`src/rtl/fp_range_reduce_if.sv`:
```
// Handshake bundle between an angle producer, fp_range_reduce and its consumer.
// The master drives the input side and accepts results; the slave is the reducer.
interface fp_range_reduce_if;
   logic        in_valid;
   logic        in_ready;
   logic [31:0] in_x;
   logic        out_valid;
   logic        out_ready;
   logic [31:0] out_r;
   logic        out_err;

   modport master (
      output in_valid, in_x, out_ready,
      input  in_ready, out_valid, out_r, out_err
   );

   modport slave (
      input  in_valid, in_x, out_ready,
      output in_ready, out_valid, out_r, out_err
   );
endinterface

```
`src/rtl/fp_range_reduce.sv`:
```
// Iterative FP32 argument reduction r = x - 2*pi*round(x/2*pi) feeding the sincos evaluator.
// Fixed-point datapath: m*INV2PI gives x/2pi, its fraction times TWOPI gives |r|.
module fp_range_reduce #(
   parameter logic [31:0] INV2PI  = 32'h28BE60DC,
   parameter logic [31:0] TWOPI   = 32'hC90FDAA2,
   parameter logic [31:0] PI_BITS = 32'h40490FDB
) (
   input logic              clk,
   input logic              rst,
   fp_range_reduce_if.slave bus_io
);

   typedef enum logic [2:0] {
      StIdle, StClass, StMul1, StFrac, StMul2, StNorm, StOut
   } state_e;

   state_e      state_q;
   logic [31:0] x_q;
   logic [55:0] p_q;
   logic [31:0] a_q;
   logic        fs_q;
   logic [63:0] q_q;
   logic        out_valid_q;
   logic [31:0] out_r_q;
   logic        out_err_q;

   logic [7:0]  exp_x;
   logic [23:0] mant_x;
   logic [7:0]  frac_sh;
   logic [31:0] u;
   logic [55:0] p_d;
   logic [31:0] a_d;
   logic [63:0] q_d;
   logic [5:0]  lead;
   logic [22:0] norm_mant;
   logic [7:0]  norm_exp;

   assign exp_x  = x_q[30:23];
   assign mant_x = {1'b1, x_q[22:0]};

   assign p_d = {32'd0, mant_x} * {24'd0, INV2PI};

   // Fraction bits of x/2pi sit at p[54-s -: 32]; shifting by 23-s = 150-e aligns them at bit 0.
   assign frac_sh = 8'd150 - exp_x;
   assign u       = 32'(p_q >> frac_sh);
   // Magnitude of the signed fraction; 0x80000000 maps onto itself as an unsigned value.
   assign a_d     = u[31] ? (~u + 32'd1) : u;

   assign q_d = {32'd0, a_q} * {32'd0, TWOPI};

   always_comb begin
      lead = '0;
      for (int i = 0; i < 64; i++) begin
         if (q_q[i]) lead = 6'(i);
      end
   end

   assign norm_mant = 23'((q_q << (6'd63 - lead)) >> 40);
   assign norm_exp  = {2'b00, lead} + 8'd66;

   always_ff @(posedge clk or posedge rst) begin
      if (rst) begin
         state_q     <= StIdle;
         x_q         <= '0;
         p_q         <= '0;
         a_q         <= '0;
         fs_q        <= 1'b0;
         q_q         <= '0;
         out_valid_q <= 1'b0;
         out_r_q     <= '0;
         out_err_q   <= 1'b0;
      end else begin
         unique case (state_q)
            StIdle: begin
               if (bus_io.in_valid) begin
                  x_q     <= bus_io.in_x;
                  state_q <= StClass;
               end
            end
            StClass: begin
               // e > 150 also covers NaN/Inf (e == 255): both report an error with r = 0.
               if (exp_x > 8'd150) begin
                  out_err_q   <= 1'b1;
                  out_r_q     <= '0;
                  out_valid_q <= 1'b1;
                  state_q     <= StOut;
               end else if (x_q[30:0] <= PI_BITS[30:0]) begin
                  out_r_q     <= x_q;
                  out_valid_q <= 1'b1;
                  state_q     <= StOut;
               end else begin
                  state_q <= StMul1;
               end
            end
            StMul1: begin
               p_q     <= p_d;
               state_q <= StFrac;
            end
            StFrac: begin
               a_q     <= a_d;
               fs_q    <= u[31];
               state_q <= StMul2;
            end
            StMul2: begin
               q_q     <= q_d;
               state_q <= StNorm;
            end
            StNorm: begin
               out_r_q     <= (q_q == '0) ? '0 : {x_q[31] ^ fs_q, norm_exp, norm_mant};
               out_valid_q <= 1'b1;
               state_q     <= StOut;
            end
            StOut: begin
               if (bus_io.out_ready) begin
                  out_valid_q <= 1'b0;
                  out_err_q   <= 1'b0;
                  state_q     <= StIdle;
               end
            end
            default: state_q <= StIdle;
         endcase
      end
   end

   assign bus_io.in_ready  = (state_q == StIdle);
   assign bus_io.out_valid = out_valid_q;
   assign bus_io.out_r     = out_r_q;
   assign bus_io.out_err   = out_err_q;

endmodule
```
`src/flat_wrapper.sv`:
```
// flat-port wrapper written by rule: the top's interface ports become plain ports
module fp_range_reduce_flat 
#(
   parameter logic [31:0] INV2PI  = 32'h28BE60DC,
   parameter logic [31:0] TWOPI   = 32'hC90FDAA2,
   parameter logic [31:0] PI_BITS = 32'h40490FDB
)
  (clk, rst, bus_io_in_valid, bus_io_in_x, bus_io_out_ready, bus_io_in_ready, bus_io_out_valid, bus_io_out_r, bus_io_out_err);
  fp_range_reduce_if bus_io_i ();
  input logic clk;
  input logic rst;
  input wire logic [$bits(bus_io_i.in_valid)-1:0] bus_io_in_valid;
  input wire logic [$bits(bus_io_i.in_x)-1:0] bus_io_in_x;
  input wire logic [$bits(bus_io_i.out_ready)-1:0] bus_io_out_ready;
  output wire logic [$bits(bus_io_i.in_ready)-1:0] bus_io_in_ready;
  output wire logic [$bits(bus_io_i.out_valid)-1:0] bus_io_out_valid;
  output wire logic [$bits(bus_io_i.out_r)-1:0] bus_io_out_r;
  output wire logic [$bits(bus_io_i.out_err)-1:0] bus_io_out_err;
  assign bus_io_i.in_valid = bus_io_in_valid;
  assign bus_io_i.in_x = bus_io_in_x;
  assign bus_io_i.out_ready = bus_io_out_ready;
  assign bus_io_in_ready = bus_io_i.in_ready;
  assign bus_io_out_valid = bus_io_i.out_valid;
  assign bus_io_out_r = bus_io_i.out_r;
  assign bus_io_out_err = bus_io_i.out_err;
  fp_range_reduce #(.INV2PI(INV2PI), .TWOPI(TWOPI), .PI_BITS(PI_BITS)) u_core (.clk(clk), .rst(rst), .bus_io(bus_io_i));
endmodule
```
`config.mk`:
```
export PLATFORM = sky130hd
export DESIGN_NAME = fp_range_reduce_flat
export DESIGN_NICKNAME = d
export VERILOG_FILES = /design/src/rtl/fp_range_reduce_if.sv /design/src/rtl/fp_range_reduce.sv /design/src/flat_wrapper.sv
export SDC_FILE = /design/constraint.sdc
export NUM_CORES = 2
export LEC_CHECK = 0
export ABC_CLOCK_PERIOD_IN_PS = 10860
export CELL_PAD_IN_SITES_DETAIL_PLACEMENT = 0
export CELL_PAD_IN_SITES_GLOBAL_PLACEMENT = 1
export CORE_MARGIN = 2
export CORE_UTILIZATION = 50
export CTS_CLUSTER_SIZE = 24
export DETAILED_ROUTE_END_ITERATION = 10
export HOLD_SLACK_MARGIN = 0.1
export PLACE_DENSITY = 0.85
export SLEW_MARGIN = 30
export SYNTH_ARGS = -nofsm -noshare
export SYNTH_HDL_FRONTEND = slang
export SYNTH_SLANG_ARGS = --single-unit
```
`constraint.sdc`:
```
create_clock -name clk -period 10.86 [get_ports clk]
set_input_delay 2.172 -clock clk [delete_from_list [all_inputs] [get_ports clk]]
set_output_delay 2.172 -clock clk [all_outputs]
set_load 0.03 [all_outputs]
```
### Word level (Yosys, flattened, before mapping)

Index checks and enable logic that the tools add are counted.

* output and inout bits: 35
* input bits: 36
* register bits: 217
* bits in latches: 0
* bits in read-only memories: 0
* memories: 0
* RAM bits: 0

* equality and inequality tests: 10
* bitwise gates (word level): 2
* shift-type cells: 2
* div/mod/pow operators: 0
* $add $sub $neg: 4
* $mul: 2
* muxes and demuxes: 79
* $lt $le $gt $ge: 2
* reduce and logical (&&, ||, !) cells: 10

Operators with widths (number)
* 2-to-1 mux 6 bit: 62
* 2-to-1 mux 32 bit: 4
* zero test 64 bit: 1
* case mux 32 bit (2 select lines): 1
* left shift 64 x 6 -> 63 bit: 1
* multiplier 32 x 31 -> 63 bit, second input constant: 1
* >> shifter 54 x 8 -> 32 bit: 1
* multiplier 24 x 28 -> 52 bit, second input constant: 1
* adder 32 x 1 -> 32 bit, second input constant: 1
* inverter 32 bit: 1
* less-or-equal comparator 31 bit, second input constant: 1
* case mux 3 bit (7 select lines): 1
* 2-to-1 mux 3 bit: 4
* equality test 3 bit, second input constant: 3
* adder 6 x 7 -> 8 bit, second input constant: 1
* greater-than comparator 8 bit, second input constant: 1
* subtractor 8 bit, first input constant: 1
* equality test 3 x 2 -> 1 bit, second input constant: 2
* AND reduction 2 bit: 3
* AND reduction 3 bit: 2
* subtractor 6 bit, first input constant: 1
* 2-to-1 mux 1 bit: 5
* inequality test 2 bit, second input constant: 2
* nonzero test 2 bit: 2
* other kinds (8): 8

### Depth between registers and ports, before layout

* word-level depth: 67
* gate-level depth with buffers: 28
* gate-level depth less buffers: 27

### Worst setup path before layout

OpenSTA, ideal clock, no wires.

* path kind: register to register
* start point: reg u_core.x_q[3]
* end point: reg u_core.p_q[49]
* stages on the path, launching flop included: 25
* setup time: 0.134 ns
* setup slack: 4.095 ns
* arrival time: 6.630 ns
* cells stage by stage: dfrtp_1 > fa_1 > inv_1 > fa_1 > fa_1 > inv_1 > fa_1 > inv_1 > fa_1 > fa_1 > fa_1 > inv_1 > ha_1 > a21o_1 > a211oi_1 > a21oi_1 > o211ai_1 > o31a_1 > a21oi_1 > a2111o_1 > a31oi_1 > o21bai_1 > a21oi_1 > xor2_1 > o21ai_0

* cells in the longest elaborated chain, start to end: 1

RTL lines
* from (decl): RTL line fp_range_reduce.sv:18 `logic [31:0] x_q;`
* from (signal assigned): RTL line fp_range_reduce.sv:76 `x_q <= bus_io.in_x;`
* multiplier 24 x 28 -> 52 bit: RTL line fp_range_reduce.sv:41 `assign p_d = {32'd0, mant_x} * {24'd0, INV2PI};`
* to (signal assigned): RTL line fp_range_reduce.sv:96 `p_q <= p_d;`
* to (decl): RTL line fp_range_reduce.sv:19 `logic [55:0] p_q;`

No other way between the ends.
A chain may end at the register's enable or synchronous reset.

### Final worst setup path

* start point: reg u_core.a_q[13]
* end point: reg u_core.q_q[60]

* cells in the longest elaborated chain, start to end: 1

RTL lines
* from (decl): RTL line fp_range_reduce.sv:20 `logic [31:0] a_q;`
* from (signal assigned): RTL line fp_range_reduce.sv:66 `a_q <= '0;`
* from (signal assigned): RTL line fp_range_reduce.sv:100 `a_q <= a_d;`
* multiplier 32 x 31 -> 63 bit: RTL line fp_range_reduce.sv:49 `assign q_d = {32'd0, a_q} * {32'd0, TWOPI};`
* to (signal assigned): RTL line fp_range_reduce.sv:105 `q_q <= q_d;`
* to (decl): RTL line fp_range_reduce.sv:22 `logic [63:0] q_q;`

No other way between the ends.

==> results.toml <==
[clocking]
cts_inserted_buffers = 29
cts_tree = "done"
cts_repair_resize_count = 0
ctsHtreeMaxLevel = 1
clkLatencyLatePin_ps = 650
cts_setup_buffers = 0
cts_buffer_depth = 3
ctsHoldBuffers = 0
root_buffer = "clkbuf_16"
cts.sinks = 217
clk_pin_slew_ps = 70

[timing]
max_freq_mhz = 125
max_slew_margin_pct = 32.9
finalCritPeriodShare_pct = 73.7
final-hold-violation-count = 0
setup-tns-final_ps = 0
setup_viol = 0
period_needed_ps = 8000
worst_pin_slew_ps = 993
finalClockSkew_ps = 48.9
setup_ws_ps = 2860
drv_slew = 0
rsz0062_at_grt = "no"

[hold_path]
hold_class = "reg -> reg"

[synthesis]
synth_ff_type = "dfrtp_1"
synth_top_area_share_pct = 26.4
synth.largest_area_cell = "fa_1"
synth_seq_cells = 217
syn_avg_cell_area_um2 = 9.20
syn-cell-area_mm2 = 0.0445
synth_nets = 6119
yosysWarnings = 0
ys_seq_area_share_pct = 12.2
synth_edf_count = 0
syn_inst = 4832
async_flop_share_pct = 100
synth_cell_types = 91
synthTopCellsByArea = "fa_1 (26%), ha_1 (19%), dfrtp_1 (12%)"

[grt]
grt_pass1_vias = 35500
antenna_found_initial = 9
grt_max_degree = 135
grt_first_pass_wirelength_um = 203000
overflow = 0
grtUsageTotal_pct = 29.0

[floorplan]
dieArea_mm2 = 0.0913
initial_core_util_pct = 50.4
rows = 109
die_w_um = 302
core_mm2 = 0.0882
num_io_pins = 71
die_y_um = 302

[run_status]
status = "finished, final reports clean"

[drt]
routed_wirelength_um = 130000
drcViolationCount = 0
vias = 34200
drtPass1Iterations = 6
drt_iter0_markers = 2875
vias_per_cell = 5.73
antenna_left = 0
wl_per_cell_um = 21.8

[finish]
multiInputGateArea_mm2 = 0.0346
drive_above_1_share_pct = 5.47
nFillCells = 8100
layout_commonest_cell = "inv_1"
fin_util_pct = 53.6
area_delta_synth_final_pct = 6.38
finish.net_count = 6070
final_cell_mix = "inv_1 (986), ha_1 (664), fa_1 (586), nand2_1 (345), o21ai_0 (253)"
seq_area_mm2 = 0.00544

[placed_design]
dp_slack_ps = 2920
port_buffers = 70
place.gp.congestion = 0.995
dp_hpwl_um = 108000

[worst_setup_path]
cpMostUsedCell = "fa_1"
cp-start-kind = "flip-flop"
worstPathMaxFanout = 11
critPathKind = "reg -> reg"
required_ps = 11320
cpMaxStageDelayCell = "dfrtp_1"
end_kind = "flip-flop"
arrival_ps = 8460
slowest_delay_ps = 810

[job]
drv_cap = 0
-- per-stage QoR --
stage | cells | instance area (um^2) | hold WS (ps)
5_1_grt | 5972 | 47300 | 539
6_report | 5973 | 47300 | 507
2_1_floorplan | 4832 | 44500 | 461
4_1_cts | 5970 | 47300 | 506
3_5_place_dp | 5916 | 46200 | 481
3_3_place_gp | 5916 | 46200 | 476
-- worst max-delay path, delay by kind of cell, from the launching register on --
kind | cells | cell delay [ps]
adders and majority gates | 9 | 3990
xor gates and xnor gates | 1 | 130
DFF | 1 | 810
buffers and inverters | 4 | 210
AOI/OAI and AO/OA | 8 | 2180
and+or+nand+nor | 3 | 530
-- layer usage --
metal,up-vias,global-route usage (%),routed length [um]
li1,15900,-,-
met1,17000,37.3,53200
met2,1090,48.0,61500
met3,241,6.38,9790
met4,6,10.8,5580
met5,-,0,40
-- state kept, by name, summed over array words and instances, names as in the netlist --
name / flops
u_core.q_q: 63
u_core.p_q: 52
u_core.a_q: 32
u_core.bus_io.out_r: 32
u_core.x_q: 32
u_core.state_q: 3
u_core.bus_io.out_err: 1
u_core.bus_io.out_valid: 1
u_core.fs_q: 1
-- Yosys cell counts, types with 10 or more instances --
cell type  instances
ha_1             665
o21a_1            17
xor2_1            71
mux2_2            66
o31ai_1           15
fa_1             586
nor2b_1           24
o211ai_1          24
buf_2             31
and3_1            29
a211oi_1          33
nand4_1           19
or2_2             25
a21boi_0          13
a31oi_1           37
nand3_1           79
a21o_1            42
nor4_1            23
a221oi_1          14
nand2_1          346
clkbuf_1         138
nand2b_1          17
and2_1            26
inv_1            988
o21ai_1           19
mux4_2            35
nor2_1           194
o21bai_1          23
mux2i_1          215
xnor2_1           74
a21oi_1          195
buf_1             14
dfrtp_1          217
nor3_1            70
a211o_1           10
o21ai_0          253
or4_1             11
-- worst paths after layout --
check                                         from                 endpoint  slack (ps)  cells after the start
max                                 u_core.a_q[13]           u_core.q_q[60]        2860                     25
min                        u_core.bus_io.out_r[11]  u_core.bus_io.out_r[11]         510                      1
max reg2reg                         u_core.a_q[13]           u_core.q_q[60]        2860                     25
min reg2reg                u_core.bus_io.out_r[11]  u_core.bus_io.out_r[11]         510                      1
max in group asynchronous                      rst            u_core.q_q[7]        7560                      3
min in group asynchronous                      rst           u_core.p_q[48]        2030                      2
-- layout make-up --
type | instances | share of cell area (%)
Clock inverter | 17 | 0.442
Clock buffer | 37 | 1.68
Antenna cell | 2 | 0.0106
Timing Repair Buffer | 109 | 2.15
Multi-Input combinational cell | 3436 | 73.3
Tap cell | 1165 | 3.08
Sequential cell | 217 | 11.5
Inverter | 990 | 7.87
-- cell families (layout without fill, tap and decap cells) --
kind of cell / after synthesis / count (layout) / synth area share, %
adders and majority gates: 1251 / 1251 / 45.1
other: 0 / 2 / 0
and+or+nand+nor: 900 / 900 / 9.43
DFF: 217 / 217 / 12.2
buffers and inverters: 1179 / 1153 / 10.2
xor gates and xnor gates: 148 / 148 / 2.99
muxes: 321 / 321 / 8.55
AOI/OAI and AO/OA: 816 / 816 / 11.5
Power is not shown: default switching activity piles up to over one toggle a cycle in this logic, so the estimate is an artifact.
